File: src/rtl/qmax_update.sv
// qmax_update: read-compare-write controller for the per-state max-Q table.
//
// Each transaction takes one (state, candidate) pair and reads the stored
// qmax for that state from the table's registered read port. If the
// candidate is strictly greater, it writes the candidate back.
// Sequence: IDLE -> READ -> CMP -> WRITE -> IDLE (one transaction every 4 cycles).
//
// Optional build macro: QMAX_SIGNED_EN
//   defined   -> candidate and stored value are compared as two's-complement
//   undefined -> the comparison is unsigned (default)
//
// Ports:
//   i_clk, i_rst_n          clock, synchronous active-low reset
//   i_valid / o_ready       request handshake (o_ready is high only in IDLE)
//   i_state, i_q            state index and candidate Q value
//   o_addr_r / i_qmax       table read address and read data (1-cycle latency)
//   o_addr_w, o_data,
//   o_write_en              table write port
//   o_done, o_updated,
//   o_qmax                  end-of-transaction pulse, write flag, max result
//   o_wr_cnt                saturating count of issued writes
module qmax_update #(
    parameter int ADDR_WIDTH = 8,
    parameter int DATA_WIDTH = 8,
    parameter int CNT_WIDTH  = 16
) (
    input  logic                  i_clk,
    input  logic                  i_rst_n,
    input  logic                  i_valid,
    output logic                  o_ready,
    input  logic [ADDR_WIDTH-1:0] i_state,
    input  logic [DATA_WIDTH-1:0] i_q,
    output logic [ADDR_WIDTH-1:0] o_addr_r,
    input  logic [DATA_WIDTH-1:0] i_qmax,
    output logic [ADDR_WIDTH-1:0] o_addr_w,
    output logic [DATA_WIDTH-1:0] o_data,
    output logic                  o_write_en,
    output logic                  o_done,
    output logic                  o_updated,
    output logic [DATA_WIDTH-1:0] o_qmax,
    output logic [CNT_WIDTH-1:0]  o_wr_cnt
);

    typedef enum logic [1:0] {
        S_IDLE  = 2'd0,
        S_READ  = 2'd1,
        S_CMP   = 2'd2,
        S_WRITE = 2'd3
    } state_t;

    state_t                r_fsm;
    state_t                w_fsm_nxt;
    logic                  r_ready;
    logic [ADDR_WIDTH-1:0] r_addr_r;   // doubles as the captured state index
    logic [DATA_WIDTH-1:0] r_cand;
    logic [ADDR_WIDTH-1:0] r_addr_w;
    logic [DATA_WIDTH-1:0] r_data;
    logic [DATA_WIDTH-1:0] r_qmax;
    logic                  r_write_en;
    logic                  r_done;
    logic                  r_updated;
    logic [CNT_WIDTH-1:0]  r_wr_cnt;

    logic                  w_accept;
    logic                  w_gt;

    // o_ready is registered: it must read 0 while reset is held even though
    // the FSM already sits in IDLE, and rise at the first edge out of reset.
    assign w_accept = (r_fsm == S_IDLE) && i_valid && r_ready;

`ifdef QMAX_SIGNED_EN
    assign w_gt = $signed(r_cand) > $signed(i_qmax);
`else
    assign w_gt = r_cand > i_qmax;
`endif

    always_comb begin
        w_fsm_nxt = r_fsm;
        case (r_fsm)
            S_IDLE:  if (w_accept) w_fsm_nxt = S_READ;
            S_READ:  w_fsm_nxt = S_CMP;
            S_CMP:   w_fsm_nxt = S_WRITE;
            S_WRITE: w_fsm_nxt = S_IDLE;
            default: w_fsm_nxt = S_IDLE;
        endcase
    end

    always_ff @(posedge i_clk) begin
        if (!i_rst_n) begin
            r_fsm      <= S_IDLE;
            r_ready    <= 1'b0;
            r_addr_r   <= '0;
            r_cand     <= '0;
            r_addr_w   <= '0;
            r_data     <= '0;
            r_qmax     <= '0;
            r_write_en <= 1'b0;
            r_done     <= 1'b0;
            r_updated  <= 1'b0;
            r_wr_cnt   <= '0;
        end else begin
            r_fsm   <= w_fsm_nxt;
            r_ready <= (w_fsm_nxt == S_IDLE);

            if (w_accept) begin
                r_addr_r <= i_state;
                r_cand   <= i_q;
            end

            // i_qmax is the table's registered response to the address
            // presented during READ.
            if (r_fsm == S_CMP) begin
                r_write_en <= w_gt;
                r_addr_w   <= r_addr_r;
                r_data     <= r_cand;
                r_qmax     <= w_gt ? r_cand : i_qmax;
                r_updated  <= w_gt;
                r_done     <= 1'b1;
            end

            if (r_fsm == S_WRITE) begin
                r_write_en <= 1'b0;
                r_done     <= 1'b0;
                r_updated  <= 1'b0;
                // r_updated still carries this transaction's compare result.
                if (r_updated && (r_wr_cnt != {CNT_WIDTH{1'b1}}))
                    r_wr_cnt <= r_wr_cnt + CNT_WIDTH'(1);
            end
        end
    end

    assign o_ready    = r_ready;
    assign o_addr_r   = r_addr_r;
    assign o_addr_w   = r_addr_w;
    assign o_data     = r_data;
    assign o_write_en = r_write_en;
    assign o_done     = r_done;
    assign o_updated  = r_updated;
    assign o_qmax     = r_qmax;
    assign o_wr_cnt   = r_wr_cnt;

endmodule

File: config.mk
export PLATFORM = sky130hd
export DESIGN_NAME = qmax_update
export DESIGN_NICKNAME = d
export VERILOG_FILES = /design/src/rtl/qmax_update.sv
export SDC_FILE = /design/constraint.sdc
export NUM_CORES = 1
export LEC_CHECK = 0
export ABC_AREA = 1
export BUFFER_PORTS_ARGS = -buffer_cell sky130_fd_sc_hd__buf_4
export CORE_AREA = 2 2 80 82
export CTS_BUF_LIST = sky130_fd_sc_hd__clkbuf_4 sky130_fd_sc_hd__clkbuf_8
export DETAILED_ROUTE_END_ITERATION = 16
export DIE_AREA = 0 0 82 84
export HOLD_SLACK_MARGIN = 0.1
export PLACE_DENSITY = 0.81
export SETUP_SLACK_MARGIN = 0.15
export SYNTH_ARGS = -nofsm -noshare
export SYNTH_HDL_FRONTEND = slang
export SYNTH_SLANG_ARGS = --single-unit
File: constraint.sdc
create_clock -name i_clk -period 1.5 [get_ports i_clk]
set_input_delay 0.225 -clock i_clk [delete_from_list [all_inputs] [get_ports i_clk]]
set_output_delay 0.225 -clock i_clk [all_outputs]
set_load 0.1 [all_outputs]
# After elaboration in Yosys (flattened, before gate mapping)
# Cells that the tools add are included.
# op_classes
n_addsub	1
order_cmp	1
n_reduce_logical	7
eq_ne	4
n_bitwise	1
mux	3
# ops
op	n
$add A16 B1 Y16 const B	1
$ne A16 B16 Y1 const B	1
$gt A8 B8 Y1	1
$mux W8	1
$pmux W2 S4	1
$eq A2 B2 Y1 const B	2
$logic_not A2 Y1	2
$logic_and A1 B1 Y1	3
$eq A2 B1 Y1 const B	1
$mux W2	1
$reduce_and A2 Y1	1
$reduce_or A2 Y1	1
$not A1 Y1	1
# word_totals
reg_bits	61
input_bits	27
word_cells	27

# Longest topological paths before layout
# Gate-level depths: netlist of the first run.
# logic_depth
depth_word	6
mapped_depth	13

# Worst setup path after synthesis of the first run
# OpenSTA, ideal clock, no wires.
# synth_path
path_type	register to register
start	register r_wr_cnt[0] (netlist: o_wr_cnt[0])
end	register r_wr_cnt[1] (netlist: o_wr_cnt[1])
path_buffers	1
arrival_ps	2120
synth_period_minus_slack_ps	2237
setup_ps	117
required_time_ps	1383
path_stages_with_launch	12
path_slack_ps	-737
cell_sequence	dfxtp_1 > ha_1 > inv_1 > nor2_2 > nand2_2 > inv_2 > nand3_2 > nand2_4 > inv_4 > buf_6 > nor2_1 > nor2_1
# synth_between
elab_chain_len	3
elab_cells_between_ends	4
classes_between	add/sub: 1; eq/ne: 1; reduce/logical: 2
# synth_lines
element	line_no	source
start, declared	62	logic [CNT_WIDTH-1:0] r_wr_cnt;
start signal, assigned	127	r_wr_cnt <= r_wr_cnt + CNT_WIDTH'(1);
branches (longest 3 deep; another with $add A16 B1 Y16)	n/a	
# Several ways; the timed one is not identified.
# A chain may end at the register's enable or synchronous reset.

# Worst setup path after layout of the first run
# layout_path
start	register r_cand[5]
end	register r_qmax[0] (netlist: o_qmax[0])
# layout_between
elab_chain_len	2
# layout_lines
element	line_no	source
start, declared	55	logic [DATA_WIDTH-1:0] r_cand;
start signal, assigned	107	r_cand <= i_q;
$gt A8 B8 Y1	74	assign w_gt = r_cand > i_qmax;
$mux W8	116	r_qmax <= w_gt ? r_cand : i_qmax;
end signal, assigned	116	
end, declared	58	logic [DATA_WIDTH-1:0] r_qmax;
# No other way between the ends.

==> impl_metrics.csv, run 1 <==
group,metric,value,unit
clock_tree,cts_num_sinks,61,
clock_tree,cts.path.max_buffers,2,
cells_and_area,final_cell_mix,"buf_4 (96), a21oi_1 (47), nand2_1 (46)",
timing,finalSetupViolCount,2,
critical_path,end_kind,"register",
timing,period_share,1.01,
critical_path,cp_slowest_stage_delay,340,ps
timing,finalCriticalPeriod,1510,ps
clock_tree,htreeDepth,3,
placed_design,hpwlAfterDp,5.26,mm
synth,syn_inst,366,
synth,synthArstFlopShare,0,
critical_path,cp.arrival,1730,ps
cells_and_area,nets,506,
worst_hold_path,hold_class,"input port to register",
critical_path,worstPathMaxFanout,5,
timing,rsz0062_at_grt,"true",
power_and_ir_drop,max-vdd-ir-drop,1.67,mV
die,start_util,0.455,
synth,syn_area,2770,um2
die,core,6100,um2
synth,ys_seq_area_frac,0.440,
run_status,status,"finished with violations",
critical_path,endpoint,"o_qmax[0]",
placed_design,io_buffers,78,
timing,hold_violations,0,
detailed_routing,remaining_drc_errors,0,
synth,synthesis.nets,406,
die,rows,29,
timing,slew_headroom,0.801,
critical_path,setup.worst_path.class,"register to register",
critical_path,crit_path_cell_trace,"ha_4 > nand2_4 > nor2_4 > nand4_2 > nand2_4 > nand2_1 > nand3_1 > a21oi_2",
timing,layout_setup_ws,-8.28,ps
detailed_routing,vias_per_cell,5.24,
cells_and_area,area.growth.synth_to_final,50.2,%
timing,worstMarginPinSlew,297,ps
cells_and_area,layout_commonest_cell,"buf_4",
timing,skew,6.93,ps
critical_path,worstReg2RegStart,"r_cand[5]",
die,die_area,6890,um2
critical_path,rr_endpoint,"o_qmax[0]",
placed_design,place.gp.congestion,0.969,
detailed_routing,drt_iter0_drc,125,
detailed_routing,ant_nets,0,
clock_tree,tritoncts,"built",
critical_path,cp.buffers_inverters,0,
timing,max_freq,663,MHz
synth,ys_ff_latch,61,
placed_design,dp_slack,-68.1,ps
critical_path,worst_ep_required_time,1720,ps
global_route,track_usage,0.234,
clock_tree,clk_pin_slew,70,ps
timing,tns,-15.4,ps
synth,synth_cell_type_count,28,
job,cap_viol_max_count,0,
critical_path,cp_top_family,"simple AND/OR/NAND/NOR gates",
cells_and_area,drive_above_1_share,0.437,
global_route,grt_max_degree,31,
critical_path,crit_start,"r_cand[5]",
synth,ys_warn_count,0,
power_and_ir_drop,leakage,1.78,nW
critical_path,startpoint_type,"register",
global_route,overflow,0,
die,chipHeight,84,um
global_route,grt_pass1_vias,2872,
critical_path,critPathSlowestCell,"dfxtp_2",
timing,drv_slew,0,
clock_tree,numCtsBuffers,9,
die,dieWidth,82,um
critical_path,crit_path_frequent_cell,"nand2_4",
clock_tree,root_buffer,"clkbuf_8",
critical_path,ff2ff_setup_slack,-8,ps
worst_hold_path,min_from,"i_q[6]",
power_and_ir_drop,power_density,1770,nW/um2
die,io_pins,79,
critical_path,r2r_cells,8,
clock_tree,insertion_delay,330,ps
critical_path,path_depth,8,
synth,synth_edf_count,0,
global_route,antenna_found_initial,0,
cells_and_area,nFillCells,497,
synth,syn_avg_cell_area,7.58,um2
synth,synth_flop_cell,"dfxtp_1",
run_status,failed_checks,"negative setup slack",
detailed_routing,num_vias,2872,
detailed_routing,wl_per_cell,14.4,um
detailed_routing,drt_wl_total,7.88,mm
global_route,grt_first_pass_wirelength,12.5,mm
detailed_routing,dr.pass1.iters,5,
cells_and_area,num_antenna_cells,0,
-- worst reg2reg max path, stage by stage (launching register included) --
cell,delay [ps]
dfxtp_2,340
ha_4,280
nand2_4,50
nor2_4,170
nand4_2,220
nand2_4,160
nand2_1,60
nand3_1,70
a21oi_2,50
-- state kept, by name, summed over array words and instances (netlist names) --
| register | cells |
|---|---|
| o_done | 1 |
| o_qmax | 8 |
| o_addr_w | 8 |
| o_wr_cnt | 16 |
| o_ready | 1 |
| r_cand | 8 |
| o_data | 8 |
| o_addr_r | 8 |
| r_fsm | 2 |
| o_updated | 1 |
-- routing by layer --
layer / share of wire / global-route usage
met2: 0.50 / 0.386
met1: 0.40 / 0.261
met3: 0.077 / 0.0920
met4: 0.024 / 0.105
met5: 0 / 0
-- power breakdown --
group / internal (W) / switching, W
registers: 0.00196 / 0.000225
clock network: 0.000701 / 0.000635
logic: 0.000884 / 0.00295
total: 0.00354 / 0.00381
-- per-stage QoR --
step | area, um2 | util | std cells | total power (W) | hold slack, ps
CTS | 3990 | 0.655 | 541 | 0.00722 | 155
floorplan | 2970 | - | 366 | 0.00504 | 417
detailed placement | 3680 | 0.604 | 519 | 0.00584 | 451
global route | 4170 | 0.683 | 548 | 0.00771 | 162
finish | 4170 | 0.683 | 548 | 0.00735 | 168
global placement | 3680 | 0.604 | 519 | 0.00578 | 448
-- what timing repair did --
item / in CTS / in global routing
hold buffers: 0 / 0
hold endpoints to repair: 0 / 0
setup buffers: 3 / 4
setup endpoints to repair: 25 / 52
resized for setup: 24 / 36
pin swaps: 12 / 5
gates cloned: 3 / 3
-- worst min path at each step --
stage / to / slack [ps] / cells past startpoint
after floorplan: r_cand[7] / 420 / 2
after global placement: o_done / 450 / 1
after detailed placement: o_done / 450 / 1
after CTS: o_addr_r[2] / 160 / 3
after global routing: o_addr_r[2] / 160 / 3
final: r_cand[6] / 170 / 3
-- Yosys cell counts, types with 3 or more instances --
cell type | count | share of area
nor2_1 | 13 | 0.018
inv_1 | 46 | 0.062
a21oi_1 | 54 | 0.097
nand3_1 | 27 | 0.049
nand2_1 | 61 | 0.083
o21ai_0 | 40 | 0.072
ha_1 | 13 | 0.059
dfxtp_1 | 61 | 0.44
xor2_1 | 6 | 0.019
clkbuf_1 | 14 | 0.019
nand2_2 | 3 | 0.0068
nor3_1 | 8 | 0.014
-- layout make-up --
type                       count  area [um2]  area share
timing repair inverter         1        8.76     0.00210
tap                           77        96.3      0.0231
clock inverter                 4        21.3     0.00511
multi-input combinational    244        1620       0.390
clock buffer                  12         159      0.0381
inverter                      48         190      0.0457
sequential                    61        1300       0.311
timing repair buffer         101         771       0.185
-- cells by family (layout without fill, tap and decap cells) --
group / count (synthesis) / after routing / share of synthesized area
AOI/OAI and AO/OA: 96 / 96 / 0.175
adders and majority gates: 13 / 13 / 0.0587
xor gates and xnor gates: 7 / 7 / 0.0221
and+or+nand+nor: 124 / 128 / 0.208
buffers and inverters: 65 / 166 / 0.0957
DFF: 61 / 61 / 0.440
No activity file was read; power rests on OpenSTA's default activity.
==> inputs of run 2 (changes only) <==
--- a/config.mk
+++ b/config.mk
@@ -5,14 +5,13 @@
 export SDC_FILE = /design/constraint.sdc
 export NUM_CORES = 1
 export LEC_CHECK = 0
-export ABC_AREA = 1
 export BUFFER_PORTS_ARGS = -buffer_cell sky130_fd_sc_hd__buf_4
-export CORE_AREA = 2 2 80 82
+export CORE_AREA = 2 2 79 81
 export CTS_BUF_LIST = sky130_fd_sc_hd__clkbuf_4 sky130_fd_sc_hd__clkbuf_8
 export DETAILED_ROUTE_END_ITERATION = 16
-export DIE_AREA = 0 0 82 84
+export DIE_AREA = 0 0 81 83
 export HOLD_SLACK_MARGIN = 0.1
-export PLACE_DENSITY = 0.81
+export PLACE_DENSITY = 0.83
 export SETUP_SLACK_MARGIN = 0.15
 export SYNTH_ARGS = -nofsm -noshare
 export SYNTH_HDL_FRONTEND = slang
==> constraint.sdc (replaced) <==
create_clock -name i_clk -period 1.36 [get_ports i_clk]
set_input_delay 0.204 -clock i_clk [delete_from_list [all_inputs] [get_ports i_clk]]
set_output_delay 0.204 -clock i_clk [all_outputs]
set_load 0.1 [all_outputs]
==> run 2 against run 1 <==
  * The run still ends with negative setup slack left
  * Synthesized area up 1.4%
  * Die area down 2.4%
  * Non-clock buffer count up 46
  * Flip-flop and latch count unchanged
  * Design area up 24%
  * Combinational power down 19%
  * Critical endpoint unchanged
  * Largest cell class unchanged
==> impl_metrics.csv, run 2 <==
group,metric,value,unit
critical_path,startpoint_type,"register",
synth,synth_flop_cell,"dfxtp_1",
timing,slew_headroom,0.650,
critical_path,setup.worst_path.class,"register to register",
global_route,overflow,0,
synth,yosysTopAreaCellShare,0.435,
job,cap_viol_max_count,0,
detailed_routing,num_vias,3063,
detailed_routing,dr.pass1.iters,6,
timing,layout_setup_ws,-636,ps
detailed_routing,drt_iter0_drc,295,
power_and_ir_drop,leakage,2.21,nW
synth,synth_top_area_cell,"dfxtp_1",
synth,synthArstFlopShare,0,
timing,max_freq,501,MHz
cells_and_area,multiInputGateArea,1990,um2
synth,syn_area,2810,um2
die,start_util,0.483,
timing,worstMarginPinSlew,525,ps
power_and_ir_drop,switching_power,0.00298,W
power_and_ir_drop,swShare,0.424,
placed_design,io_buffers,78,
cells_and_area,largest_register_ffs,16,
timing,finalCriticalPeriod,2000,ps
cells_and_area,nets,495,
detailed_routing,wl_per_cell,21.2,um
cells_and_area,layout_commonest_cell,"buf_4",
die,rows,28,
clock_tree,numCtsBuffers,9,
global_route,antenna_found_initial,0,
critical_path,worstPathMaxFanout,5,
clock_tree,insertion_delay,340,ps
timing,rsz0062_at_grt,"true",
timing,drv_slew,0,
power_and_ir_drop,power_frac_seq,0.309,
critical_path,end_kind,"register",
clock_tree,cts.path.max_buffers,2,
synth,synth.most_common_cell,"dfxtp_1",
die,die_area,6720,um2
power_and_ir_drop,max-vdd-ir-drop,2.17,mV
die,dieWidth,81,um
die,core,5820,um2
synth,ys_ff_latch,61,
synth,ys_seq_area_frac,0.435,
synth,ys_top_cells_by_area,"dfxtp_1 (43%), mux2i_1 (6.4%), ha_1 (5.8%), nand2_1 (5.5%), a21boi_0 (4.0%)",
synth,netlist_top_cells_count,"dfxtp_1 (61), nand2_1 (41), o21ai_0 (22), mux2i_1 (18), nor2b_1 (18)",
timing,period_share,1.47,
global_route,grt_pass1_vias,2891,
cells_and_area,drive_above_1_share,0.641,
critical_path,cp.arrival,2250,ps
clock_tree,htreeDepth,3,
power_and_ir_drop,p_clk_frac,0.250,
cells_and_area,area.growth.synth_to_final,83.7,%
die,chipHeight,83,um
timing,hold_violations,0,
clock_tree,cts_num_sinks,61,
synth,synth_edf_count,0,
clock_tree,root_buffer,"clkbuf_8",
clock_tree,clk_pin_slew,70,ps
synth,syn_inst,309,
power_and_ir_drop,pwr-share-comb,0.441,
cells_and_area,nFillCells,239,
global_route,grt_first_pass_wirelength,14.0,mm
power_and_ir_drop,power,0.00702,W
placed_design,dp_slack,-430,ps
cells_and_area,final_cell_mix,"buf_4 (86), buf_6 (38), dfxtp_2 (29)",
global_route,track_usage,0.271,
detailed_routing,vias_per_cell,5.73,
detailed_routing,remaining_drc_errors,0,
cells_and_area,num_antenna_cells,0,
clock_tree,tritoncts,"built",
run_status,status,"finished with violations",
synth,synth_cell_type_count,38,
die,io_pins,79,
power_and_ir_drop,intPower,0.00404,W
timing,finalSetupViolCount,25,
critical_path,worst_ep_required_time,1610,ps
run_status,failed_checks,"negative setup slack",
global_route,grt_max_degree,64,
cells_and_area,ff_latch_area,1330,um2
synth,synthesis.nets,349,
detailed_routing,drt_wl_total,11.4,mm
timing,skew,12.5,ps
timing,tns,-7590,ps
placed_design,hpwlAfterDp,5.17,mm
power_and_ir_drop,power_density,1360,nW/um2
detailed_routing,ant_nets,0,
worst_hold_path,hold_class,"input port to register",
synth,ys_warn_count,0,
cells_and_area,fin_util,0.888,
placed_design,place.gp.congestion,0.895,
synth,syn_avg_cell_area,9.09,um2
run 2: cell types whose count changed after synthesis, sizes merged, moves of 13 or more:
cell    before  now
nor2b        0   18
o21ai       40   23
nand3       28   15
nand2       65   41
a21oi       54    7
a21boi       0   19
mux2i        0   18
and2         0   13
inv         48   11
run 2: per-stage QoR:
step                      hold WS, ps  area (um2)  cells
final                            96.1        5160    535
after floorplan                   331        3100    309
after CTS                         101        4670    516
after detailed placement          453        3980    490
after global placement            448        3980    490
after global routing             98.4        5160    535
run 2: worst paths after layout:
| kind | to | slack, ps | startpoint | cells after the start |
|---|---|---|---|---|
| worst min register to register | o_addr_r[3] | 460 | o_addr_r[3] | 2 |
| worst max-delay path | o_qmax[0] | -640 | r_cand[3] | 7 |
| worst min-delay path | o_addr_r[5] | 100 | i_state[5] | 3 |
| worst max register to register | o_qmax[0] | -640 | r_cand[3] | 7 |
run 2: critical path, stage by stage, from the launching register on:
cell and delay, ps:
dfxtp_1 330, ha_1 340, nand4_1 200, nor2_2 100, buf_4 170, a211oi_4 350, o21ai_1 170, a31oi_1 240
run 2: cell families (layout without fill, tap and decap cells):
group / after synthesis / count (layout) / synth area share
flip-flops: 61 / 61 / 0.435
buffers and inverters: 25 / 174 / 0.0361
multiplexers: 18 / 18 / 0.0641
AO/OA/AOI/OAI: 64 / 65 / 0.146
adder cells (fa/ha/maj): 13 / 13 / 0.0579
AND/OR/NAND/NOR: 119 / 120 / 0.234
XOR/XNOR: 9 / 9 / 0.0281
run 2: layout make-up:
cell class | instances | area share
multi-input combinational | 225 | 0.385
clock buffer | 12 | 0.0320
inverter | 11 | 0.00994
timing repair buffer | 147 | 0.288
tap | 75 | 0.0182
sequential | 61 | 0.257
clock inverter | 4 | 0.00873
run 2: power groups by stage:
stage	registers [W]	logic (W)	clock network [W]
floorplan	0.00321	0.000832	0
global placement	0.00214	0.00243	0
detailed placement	0.00214	0.00245	0
finish	0.00217	0.00310	0.00175
CTS	0.00213	0.00267	0.00171
global route	0.00218	0.00323	0.00184
run 2: what timing repair did:
item / in CTS / in global routing
gates resized for setup: 97 / 87
endpoints found under the setup margin: 74 / 80
hold buffers: 2 / 1
endpoints found under the hold margin: 2 / 1
gates cloned: 2 / 1
pin swaps: 23 / 37
buffers inserted: 6 / 17
run 2: layer usage:
| layer | GRT usage | vias to the layer above | share of wire | wire (um) |
|---|---|---|---|---|
| li1 | - | 1364 | - | - |
| met1 | 0.312 | 1475 | 0.38 | 4350 |
| met2 | 0.458 | 183 | 0.51 | 5830 |
| met3 | 0.0576 | 41 | 0.068 | 773 |
| met4 | 0.148 | 0 | 0.035 | 395 |
| met5 | 0 | - | 0 | 0 |
